[src/rtl/axilite_if.sv]
// AXI4-lite channel bundle between a command master and a memory-style slave.
// Master drives requests and response readies; slave drives the rest.
interface axilite_if #(
  parameter int AW = 32,
  parameter int DW = 64
) ();
  logic          awvalid;
  logic          awready;
  logic [AW-1:0] awaddr;
  logic          wvalid;
  logic          wready;
  logic [DW-1:0] wdata;
  logic [DW/8-1:0] wstrb;
  logic          bvalid;
  logic          bready;
  logic [1:0]    bresp;
  logic          arvalid;
  logic          arready;
  logic [AW-1:0] araddr;
  logic          rvalid;
  logic          rready;
  logic [DW-1:0] rdata;
  logic [1:0]    rresp;

  modport master (
    output awvalid, awaddr, wvalid, wdata, wstrb,
    output bready, arvalid, araddr, rready,
    input  awready, wready, bvalid, bresp,
    input  arready, rvalid, rdata, rresp
  );

  modport slave (
    input  awvalid, awaddr, wvalid, wdata, wstrb,
    input  bready, arvalid, araddr, rready,
    output awready, wready, bvalid, bresp,
    output arready, rvalid, rdata, rresp
  );
endinterface

[src/rtl/axilite_cmd_master.sv]
// Single-outstanding AXI-lite master: turns one command into one bus
// transaction and returns one response, with optional response timeout.
module axilite_cmd_master #(
  parameter int AW    = 32,
  parameter int BWL2  = 3,
  parameter int TOL2  = 8,
  parameter int TO_EN = 1,
  localparam int DW   = 8 << BWL2,
  localparam int SW   = DW / 8
) (
  input  logic          clk,
  input  logic          rst_n,
  input  logic          cmd_valid,
  output logic          cmd_ready,
  input  logic          cmd_write,
  input  logic [AW-1:0] cmd_addr,
  input  logic [DW-1:0] cmd_wdata,
  input  logic [SW-1:0] cmd_wstrb,
  output logic          rsp_valid,
  input  logic          rsp_ready,
  output logic [DW-1:0] rsp_rdata,
  output logic [1:0]    rsp_resp,
  output logic          rsp_timeout,
  axilite_if.master     axil
);

  typedef enum logic [2:0] {
    IDLE, WR_ADDR, WR_RESP, RD_ADDR, RD_DATA, RSP, DRAIN
  } state_t;

  state_t          state;
  logic            drain;
  logic            is_wr;
  logic [TOL2-1:0] cnt;

  logic aw_ok, w_ok, b_hs, r_hs, to_hit, late_hs;

  // A channel counts as done once its valid has already dropped.
  assign aw_ok   = !axil.awvalid || axil.awready;
  assign w_ok    = !axil.wvalid || axil.wready;
  assign b_hs    = axil.bvalid && axil.bready;
  assign r_hs    = axil.rvalid && axil.rready;
  assign to_hit  = (TO_EN != 0) && (cnt == '1);
  assign late_hs = drain && (is_wr ? b_hs : r_hs);

  always_ff @(posedge clk or negedge rst_n) begin
    if (!rst_n) begin
      state        <= IDLE;
      drain        <= 1'b0;
      is_wr        <= 1'b0;
      cnt          <= '0;
      cmd_ready    <= 1'b0;
      rsp_valid    <= 1'b0;
      rsp_rdata    <= '0;
      rsp_resp     <= 2'b00;
      rsp_timeout  <= 1'b0;
      axil.awvalid <= 1'b0;
      axil.wvalid  <= 1'b0;
      axil.arvalid <= 1'b0;
      axil.bready  <= 1'b0;
      axil.rready  <= 1'b0;
      axil.awaddr  <= '0;
      axil.araddr  <= '0;
      axil.wdata   <= '0;
      axil.wstrb   <= '0;
    end else begin
      unique case (state)
        IDLE: begin
          cmd_ready <= 1'b1;
          if (cmd_valid && cmd_ready) begin
            cmd_ready   <= 1'b0;
            is_wr       <= cmd_write;
            axil.awaddr <= cmd_addr;
            axil.araddr <= cmd_addr;
            axil.wdata  <= cmd_wdata;
            axil.wstrb  <= cmd_wstrb;
            if (cmd_write) begin
              axil.awvalid <= 1'b1;
              axil.wvalid  <= 1'b1;
              state        <= WR_ADDR;
            end else begin
              axil.arvalid <= 1'b1;
              state        <= RD_ADDR;
            end
          end
        end
        WR_ADDR: begin
          if (axil.awready) axil.awvalid <= 1'b0;
          if (axil.wready)  axil.wvalid  <= 1'b0;
          if (aw_ok && w_ok) begin
            axil.bready <= 1'b1;
            cnt         <= '0;
            state       <= WR_RESP;
          end
        end
        WR_RESP: begin
          if (b_hs) begin
            rsp_valid   <= 1'b1;
            rsp_resp    <= axil.bresp;
            rsp_rdata   <= '0;
            rsp_timeout <= 1'b0;
            axil.bready <= 1'b0;
            state       <= RSP;
          end else if (to_hit) begin
            rsp_valid   <= 1'b1;
            rsp_resp    <= 2'b10;
            rsp_rdata   <= '0;
            rsp_timeout <= 1'b1;
            drain       <= 1'b1;
            state       <= RSP;
          end else begin
            cnt <= cnt + 1'b1;
          end
        end
        RD_ADDR: begin
          if (axil.arready) begin
            axil.arvalid <= 1'b0;
            axil.rready  <= 1'b1;
            cnt          <= '0;
            state        <= RD_DATA;
          end
        end
        RD_DATA: begin
          if (r_hs) begin
            rsp_valid   <= 1'b1;
            rsp_resp    <= axil.rresp;
            rsp_rdata   <= axil.rdata;
            rsp_timeout <= 1'b0;
            axil.rready <= 1'b0;
            state       <= RSP;
          end else if (to_hit) begin
            rsp_valid   <= 1'b1;
            rsp_resp    <= 2'b10;
            rsp_rdata   <= '0;
            rsp_timeout <= 1'b1;
            drain       <= 1'b1;
            state       <= RSP;
          end else begin
            cnt <= cnt + 1'b1;
          end
        end
        RSP: begin
          // A late beat after a timeout is swallowed here or in DRAIN.
          if (late_hs) begin
            drain       <= 1'b0;
            axil.bready <= 1'b0;
            axil.rready <= 1'b0;
          end
          if (rsp_ready) begin
            rsp_valid <= 1'b0;
            if (drain && !late_hs) begin
              state <= DRAIN;
            end else begin
              cmd_ready <= 1'b1;
              state     <= IDLE;
            end
          end
        end
        DRAIN: begin
          if (late_hs) begin
            drain       <= 1'b0;
            axil.bready <= 1'b0;
            axil.rready <= 1'b0;
            cmd_ready   <= 1'b1;
            state       <= IDLE;
          end
        end
        default: state <= IDLE;
      endcase
    end
  end

endmodule

[src/flat_wrapper.sv]
// flat-port wrapper written by rule: the top's interface ports become plain ports
module axilite_cmd_master_flat 
#(
  parameter int AW    = 32,
  parameter int BWL2  = 3,
  parameter int TOL2  = 8,
  parameter int TO_EN = 1,
  localparam int DW   = 8 << BWL2,
  localparam int SW   = DW / 8
)
  (clk, rst_n, cmd_valid, cmd_ready, cmd_write, cmd_addr, cmd_wdata, cmd_wstrb, rsp_valid, rsp_ready, rsp_rdata, rsp_resp, rsp_timeout, axil_awvalid, axil_awaddr, axil_wvalid, axil_wdata, axil_wstrb, axil_bready, axil_arvalid, axil_araddr, axil_rready, axil_awready, axil_wready, axil_bvalid, axil_bresp, axil_arready, axil_rvalid, axil_rdata, axil_rresp);
  axilite_if #(.AW(AW)) axil_i ();
  input  logic clk;
  input  logic rst_n;
  input  logic cmd_valid;
  output logic cmd_ready;
  input  logic cmd_write;
  input  logic [AW-1:0] cmd_addr;
  input  logic [DW-1:0] cmd_wdata;
  input  logic [SW-1:0] cmd_wstrb;
  output logic rsp_valid;
  input  logic rsp_ready;
  output logic [DW-1:0] rsp_rdata;
  output logic [1:0] rsp_resp;
  output logic rsp_timeout;
  output wire logic [$bits(axil_i.awvalid)-1:0] axil_awvalid;
  output wire logic [$bits(axil_i.awaddr)-1:0] axil_awaddr;
  output wire logic [$bits(axil_i.wvalid)-1:0] axil_wvalid;
  output wire logic [$bits(axil_i.wdata)-1:0] axil_wdata;
  output wire logic [$bits(axil_i.wstrb)-1:0] axil_wstrb;
  output wire logic [$bits(axil_i.bready)-1:0] axil_bready;
  output wire logic [$bits(axil_i.arvalid)-1:0] axil_arvalid;
  output wire logic [$bits(axil_i.araddr)-1:0] axil_araddr;
  output wire logic [$bits(axil_i.rready)-1:0] axil_rready;
  input wire logic [$bits(axil_i.awready)-1:0] axil_awready;
  input wire logic [$bits(axil_i.wready)-1:0] axil_wready;
  input wire logic [$bits(axil_i.bvalid)-1:0] axil_bvalid;
  input wire logic [$bits(axil_i.bresp)-1:0] axil_bresp;
  input wire logic [$bits(axil_i.arready)-1:0] axil_arready;
  input wire logic [$bits(axil_i.rvalid)-1:0] axil_rvalid;
  input wire logic [$bits(axil_i.rdata)-1:0] axil_rdata;
  input wire logic [$bits(axil_i.rresp)-1:0] axil_rresp;
  assign axil_awvalid = axil_i.awvalid;
  assign axil_awaddr = axil_i.awaddr;
  assign axil_wvalid = axil_i.wvalid;
  assign axil_wdata = axil_i.wdata;
  assign axil_wstrb = axil_i.wstrb;
  assign axil_bready = axil_i.bready;
  assign axil_arvalid = axil_i.arvalid;
  assign axil_araddr = axil_i.araddr;
  assign axil_rready = axil_i.rready;
  assign axil_i.awready = axil_awready;
  assign axil_i.wready = axil_wready;
  assign axil_i.bvalid = axil_bvalid;
  assign axil_i.bresp = axil_bresp;
  assign axil_i.arready = axil_arready;
  assign axil_i.rvalid = axil_rvalid;
  assign axil_i.rdata = axil_rdata;
  assign axil_i.rresp = axil_rresp;
  axilite_cmd_master #(.AW(AW), .BWL2(BWL2), .TOL2(TOL2), .TO_EN(TO_EN)) u_core (.clk(clk), .rst_n(rst_n), .cmd_valid(cmd_valid), .cmd_ready(cmd_ready), .cmd_write(cmd_write), .cmd_addr(cmd_addr), .cmd_wdata(cmd_wdata), .cmd_wstrb(cmd_wstrb), .rsp_valid(rsp_valid), .rsp_ready(rsp_ready), .rsp_rdata(rsp_rdata), .rsp_resp(rsp_resp), .rsp_timeout(rsp_timeout), .axil(axil_i));
endmodule
[config.mk]
export PLATFORM = sky130hd
export DESIGN_NAME = axilite_cmd_master_flat
export DESIGN_NICKNAME = d
export VERILOG_FILES = /design/src/rtl/axilite_if.sv /design/src/rtl/axilite_cmd_master.sv /design/src/flat_wrapper.sv
export SDC_FILE = /design/constraint.sdc
export NUM_CORES = 1
export LEC_CHECK = 0
export ABC_AREA = 1
export BUFFER_PORTS_ARGS = -buffer_cell sky130_fd_sc_hd__buf_2
export CAP_MARGIN = 10
export CORE_MARGIN = 5
export CORE_UTILIZATION = 35
export DETAILED_ROUTE_END_ITERATION = 10
export GPL_TIMING_DRIVEN = 1
export PLACE_DENSITY = 0.74
export REMOVE_ABC_BUFFERS = 1
export SLEW_MARGIN = 20
export SYNTH_ARGS = -nofsm -noshare
export SYNTH_HDL_FRONTEND = slang
export SYNTH_SLANG_ARGS = --single-unit
[constraint.sdc]
create_clock -name clk -period 1.95 [get_ports clk]
set_clock_uncertainty 0.15 [all_clocks]
set_input_delay 0.195 -clock clk [delete_from_list [all_inputs] [get_ports clk]]
set_output_delay 0.195 -clock clk [all_outputs]
set_load 0.01 [all_outputs]
==> results.toml, run 1 <==
[yosys]
syn_inst = 972
yosysMostFrequentCell = "nand2_1"
synth_flop_cell = "dfrtp_1"
synth-seq-cells = 191
synth_cell_types = 27
synth.area.mux_share = 0
synth_area_sq_um = 8107
postSynthAreaPerCell_sq_um = 8.340
synth_top_family_by_area = "simple AND/OR/NAND/NOR gates"
synth_fa_ha_area_frac = 0.001543
ys_seq_area_frac = 0.5896
synthXorXnorAreaFrac = 0.003241
async_reset_ff_frac = 1.000
synth_common_cells = "nand2_1, dfrtp_1, nand3_1"
yosys.area.top_type = "dfrtp_1"
synth_compound_area_frac = 0.01682
yosysWarnings = 0
yosys.area_share.simple = 0.3193
ys_top_cells_by_area = "dfrtp_1, nand2_1, nand3_1, buf_4, buf_2"
synth_enable_flop_cells = 0
synth.top_cell.area_share = 0.5896

[critical_path]
worstSetupPathType = "register to register"
crit_path_start_kind = "register"
r2r_slack_ns = 0.08
startpoint = "u_core.state[1]"
cp.depth = 7
r2r-end = "u_core.rsp_rdata[52]"
critPathCapture = "u_core.rsp_rdata[52]"
regToRegStartpoint = "u_core.state[1]"
reg2reg_depth = 7
timing.critical_path.buf_inv = 2
cp.arrival_ns = 2.07
crit_required_ns = 2.16
crit_chain = "nor2_4 -> nand2_2 -> nor2_4 -> buf_12 -> buf_4 -> nand2_1 -> nand2_1"
worstSetupEndpointType = "register"
cpPeakStageDelay_ns = 0.48
path_delay_family = "simple AND/OR/NAND/NOR gates"
crit_slowest_cell = "dfrtp_1"
cp_max_fo = 26

[detailed_routing]
vias_per_cell = 4.812
vias = 8715
detail-route-antenna-nets = 0
wl_per_cell_um = 16.77
wirelength_um = 30370
drc = 0
drt_pass1_iterations = 5
drt_iter0_markers = 804

[floorplan]
core_sq_um = 22710
die_y_um = 162.2
pin_count = 392
dieArea_sq_um = 26310
die_w_um = 162.2
initial_core_util = 0.3570
placementRows = 55

[run_status]
status = "complete, no violations"

[clock_network]
clock-sinks = 191
clkLatencyLatePin_ns = 0.42
clock-root-buffer = "clkbuf_16"
clk_pin_slew_worst_paths_ns = 0.08
cts_tree = "yes"
htreeDepth = 4
cts_made_buffers = 17
cts_buffer_depth = 2

[placed_design]
dp_worst_setup_slack_ns = 0.09413
dpl_cell_area_sq_um = 10260
gp_congestion = 0.9136
hpwl_um = 19900
io_buffers = 391

[finish]
area_delta_synth_final_pct = 57.48
fin_util = 0.5621
drive_gt1_frac = 0.3071
fillers = 1914
design_area_sq_um = 12770
nets = 1695

[pwr]
power.leakage_nw = 7.436
power_density_nw_per_um2 = 1340
ir_drop_mv = 0.7428
finalPower_mw = 17.11

[global_route]
grt_pass1_vias = 8901
grt_pass1_wl_um = 46440
track_usage = 0.2189
grt_antenna_before_repair = 1
grt_max_degree = 71
grt_overflow = 0

[hold_path]
hp-class = "input pin to register"
holdPathStages = 4

[sta]
fin_ws_ns = 0.08414
worst_pin_slew_ns = 0.4761
timing.final.crit_share = 0.9569
setup_tns_ns = 0
relSlewSlack = 0.6826
finalSetupViolCount = 0
finalWorstPathRequiredPeriod_ns = 1.866
max_freq_mhz = 535.9
slew_viol_final = 0
timing.final.hold_violations = 0

[flow_run]
drv_cap = 0
[cell type report]
cell class	instances	area [sq um]	share of cell area
Sequential cell	191	4781	0.3745
Timing Repair Buffer	597	4136	0.3240
Multi-Input combinational cell	675	2799	0.2192
Clock buffer	17	425.4	0.03332
Tap cell	285	356.6	0.02793
Clock inverter	14	148.9	0.01166
Inverter	30	113.9	0.008919
Antenna cell	2	5.005	0.0003920
[flip-flops by register name, indices dropped and copies added, names as in the netlist]
name / flops
u_core.axil.araddr: 32
u_core.axil.arvalid: 1
u_core.axil.awvalid: 1
u_core.axil.bready: 1
u_core.axil.rready: 1
u_core.axil.wdata: 64
u_core.axil.wstrb: 8
u_core.axil.wvalid: 1
u_core.cmd_ready: 1
u_core.cnt: 8
u_core.drain: 1
u_core.is_wr: 1
u_core.rsp_rdata: 64
u_core.rsp_resp: 2
u_core.rsp_timeout: 1
u_core.rsp_valid: 1
u_core.state: 3
[routing by layer]
| layer | routed length (um) | GRT usage |
|---|---|---|
| met1 | 11420 | 0.2549 |
| met2 | 15010 | 0.3794 |
| met3 | 3032 | 0.07257 |
| met4 | 903 | 0.07612 |
| met5 | 0 | 0 |
[placed cells by master (no fill, tap or decap), types with 4 or more instances in the layout]
cell type	synthesis	routed
dlygate4sd3_1	0	177
inv_1	26	26
o21ai_0	15	13
buf_2	21	390
buf_12	0	10
buf_4	35	15
a21oi_1	5	5
clkbuf_16	0	20
nor2_1	27	27
inv_6	0	4
nand2_1	518	516
nand3_1	89	88
dfrtp_1	191	190
[how the worst min path moves through the flow]
stage                  from                    end  slack, ns
6_report       axil_arready    u_core.axil.arvalid       0.06
5_1_grt        axil_arready    u_core.axil.arvalid       0.08
4_1_cts        axil_arready    u_core.axil.arvalid      0.001
3_5_place_dp          rst_n   u_core.rsp_rdata[23]       0.04
3_3_place_gp          rst_n   u_core.rsp_rdata[28]       0.04
2_1_floorplan         rst_n  u_core.axil.araddr[0]      -0.25
[power breakdown]
part	internal [mW]	switching, mW
clock network	1.71	1.71
logic	2.82	4.16
registers	5.59	1.11
[worst min-delay path: stages]
cell and delay [ns]:
buf_2 0.12, inv_1 0.07, nor2_1 0.07, nor2_1 0.13
[timing repair]
action / 4_1_cts / 5_1_grt
gates resized for setup: 0 / 9
setup endpoints to repair: 0 / 45
hold buffers: 177 / 0
buffers inserted: 0 / 5
endpoints found under the hold margin: 289 / 0
[per-stage QoR]
step | hold slack (ns) | std cells
2_1_floorplan | -0.2506 | 896
3_3_place_gp | 0.04433 | 1593
3_5_place_dp | 0.04279 | 1593
4_1_cts | 0.001366 | 1801
5_1_grt | 0.07595 | 1810
6_report | 0.05862 | 1811
[cell families after synthesis]
| logic type | after synthesis |
|---|---|
| adder cells (fa/ha/maj) | 1 |
| flip-flops | 191 |
| AND/OR/NAND/NOR | 646 |
| AO/OA/AOI/OAI | 25 |
| buffers and inverters | 106 |
| XOR/XNOR | 3 |
(Power assumes the default switching activity.)
==> run 2: changes to the inputs <==
--- a/config.mk
+++ b/config.mk
@@ -7,3 +7,2 @@
 export LEC_CHECK = 0
-export ABC_AREA = 1
 export BUFFER_PORTS_ARGS = -buffer_cell sky130_fd_sc_hd__buf_2
@@ -14,3 +13,3 @@
 export GPL_TIMING_DRIVEN = 1
-export PLACE_DENSITY = 0.74
+export PLACE_DENSITY = 0.75
 export REMOVE_ABC_BUFFERS = 1
==> constraint.sdc (replaced) <==
create_clock -name clk -period 1.95 [get_ports clk]
set_clock_uncertainty 0.15 [all_clocks]
set_input_delay 0.39 -clock clk [delete_from_list [all_inputs] [get_ports clk]]
set_output_delay 0.39 -clock clk [all_outputs]
set_load 0.01 [all_outputs]
==> results.toml, run 2 <==
[detailed_routing]
drt_pass1_iterations = 4
detail-route-antenna-nets = 0
vias_per_cell = 4.993
drc = 0
drt_iter0_markers = 314
wirelength_um = 25210
wl_per_cell_um = 19.82
vias = 6351

[floorplan]
pin_count = 392
die_w_um = 159.8
initial_core_util = 0.3575
placementRows = 54
core_sq_um = 21960
die_y_um = 159.8
dieArea_sq_um = 25520

[global_route]
track_usage = 0.1855
grt_pass1_vias = 6710
grt_max_degree = 64
grt_overflow = 0
grt_antenna_before_repair = 9
grt_pass1_wl_um = 37870

[critical_path]
cp.arrival_ns = 2.16
cp_max_fo = 5
crit_path_start_kind = "register"
r2r_slack_ns = -0.05
crit_required_ns = 2.10
worstSetupPathType = "register to register"
worstSetupEndpointType = "register"

[yosys]
ys_seq_area_frac = 0.6089
postSynthAreaPerCell_sq_um = 13.92
synth-seq-cells = 191
async_reset_ff_frac = 1.000
synth_area_sq_um = 7850
synth_flop_cell = "dfrtp_1"
synth_enable_flop_cells = 0
yosys.area.top_type = "dfrtp_1"
synth_cell_types = 62
yosysWarnings = 0
yosysMostFrequentCell = "dfrtp_1"
ys_top_cells_by_area = "dfrtp_1, mux2_2, a22o_1, buf_4, mux2_1"
syn_inst = 564
synth.top_cell.area_share = 0.6089
synth_common_cells = "dfrtp_1, mux2_2, a22o_1"

[placed_design]
hpwl_um = 18690
dp_cells = 1215
gp_congestion = 0.8748
io_buffers = 391

[sta]
timing.final.crit_share = 1.026
slew_viol_final = 0
finalWorstPathRequiredPeriod_ns = 2.000
timing.final.hold_violations = 0
relSlewSlack = 0.7087
fin_ws_ns = -0.05025
max_freq_mhz = 499.9
finalSetupViolCount = 15
rsz0062_at_grt = "yes"
worst_pin_slew_ns = 0.4351

[clock_network]
clock-root-buffer = "clkbuf_16"
clk_pin_slew_worst_paths_ns = 0.08
cts_buffer_depth = 2
cts_made_buffers = 17
htreeDepth = 4
clkLatencyLatePin_ns = 0.42
cts_tree = "yes"
clock-sinks = 191

[pwr]
power.leakage_nw = 6.352
power_density_nw_per_um2 = 683.9
ir_drop_mv = 0.5168

[finish]
layout_common_cells = "buf_2, dfrtp_1, mux2_2"
layout.cells.non_filler = 1272
final_common_cell = "buf_2"
fin_util = 0.5087
drive_gt1_frac = 0.6020
nets = 1156
reg_top3 = "u_core.axil.wdata (64), u_core.rsp_rdata (64), u_core.axil.araddr (32)"
area_delta_synth_final_pct = 42.30

[flow_run]
drv_cap = 0

[run_status]
status = "complete, but fails checks"
violations = "setup timing"

[hold_path]
hp-class = "input pin to register"
[run 2: final timing paths]
| kind | startpoint | to | cells after the start |
|---|---|---|---|
| max in group asynchronous | rst_n | u_core.axil.araddr[4] | 3 |
| min reg2reg | u_core.axil.wdata[20] | u_core.axil.wdata[20] | 1 |
| max | u_core.cnt[0] | u_core.rsp_rdata[6] | 8 |
| min | axil_rdata[38] | u_core.rsp_rdata[38] | 2 |
| min in group asynchronous | rst_n | u_core.rsp_rdata[40] | 2 |
| max reg2reg | u_core.cnt[0] | u_core.rsp_rdata[6] | 8 |
[run 2: logic make-up (layout without fill, tap and decap cells)]
| kind of cell | after synthesis | after routing | synth area share |
|---|---|---|---|
| AOI/OAI and AO/OA | 125 | 125 | 0.1277 |
| buffers and inverters | 72 | 493 | 0.05754 |
| muxes | 106 | 106 | 0.1519 |
| DFF | 191 | 191 | 0.6089 |
| xor gates and xnor gates | 1 | 1 | 0.001116 |
| other | 0 | 7 | 0 |
| adders and majority gates | 1 | 1 | 0.001594 |
| and+or+nand+nor | 68 | 68 | 0.05132 |
[run 2: area by class of cell]
type                    instances  area (sq um)
well taps                     280         350.3
flip-flops and latches        191          4783
clock buffers                  18         439.2
clock inverters                13         122.6
fillers                      1974         10790
diodes                          7         17.52
multi-input cells             301          2679
repair buffers                456          2756
inverters                       6         22.52
[run 2: what timing repair did]
action,CTS,global route
gates cloned,0,6
pin swaps,1,19
endpoints found under the setup margin,29,87
hold buffers,3,0
endpoints found under the hold margin,40,0
gates resized for setup,7,8
setup buffers,0,10
[run 2: through the flow]
step	TNS (ns)	power [mW]	hold WS (ns)	cell area, sq um	worst slack, ns
floorplan	-440.39	4.042	-0.05559	7421	-2.900
global placement	0	4.329	0.2269	10270	0.02549
detailed placement	-0.1878	4.336	0.2361	10270	-0.05486
CTS	-0.003821	7.728	0.003534	10890	-0.002230
global route	-4.980	7.902	0.007262	11170	-0.1407
finish	-0.2551	7.639	0.02418	11170	-0.05025
[run 2: power by group]
group / switching, mW / internal (mW) / total [mW]
Combinational: 0.144 / 0.154 / 0.298
Clock: 1.67 / 1.72 / 3.38
Sequential: 0 / 3.96 / 3.96
Total: 1.81 / 5.83 / 7.64
[run 2: metal layers]
| metal | share of wire | up-vias | global-route usage | wire [um] |
|---|---|---|---|---|
| li1 | - | 2887 | - | - |
| met2 | 0.52 | 296 | 0.3212 | 13080 |
| met3 | 0.066 | 35 | 0.05026 | 1664 |
| met4 | 0.022 | 2 | 0.06351 | 548 |
| met1 | 0.39 | 3131 | 0.2240 | 9898 |
| met5 | 0.00052 | - | 0 | 13 |
[run 2: critical path: stages (launching register included)]
cell	delay (ns)
dfrtp_1	0.40
ha_2	0.20
nand4_1	0.16
buf_4	0.20
nor2_4	0.13
a21oi_4	0.10
buf_12	0.15
clkbuf_16	0.15
a22o_1	0.23
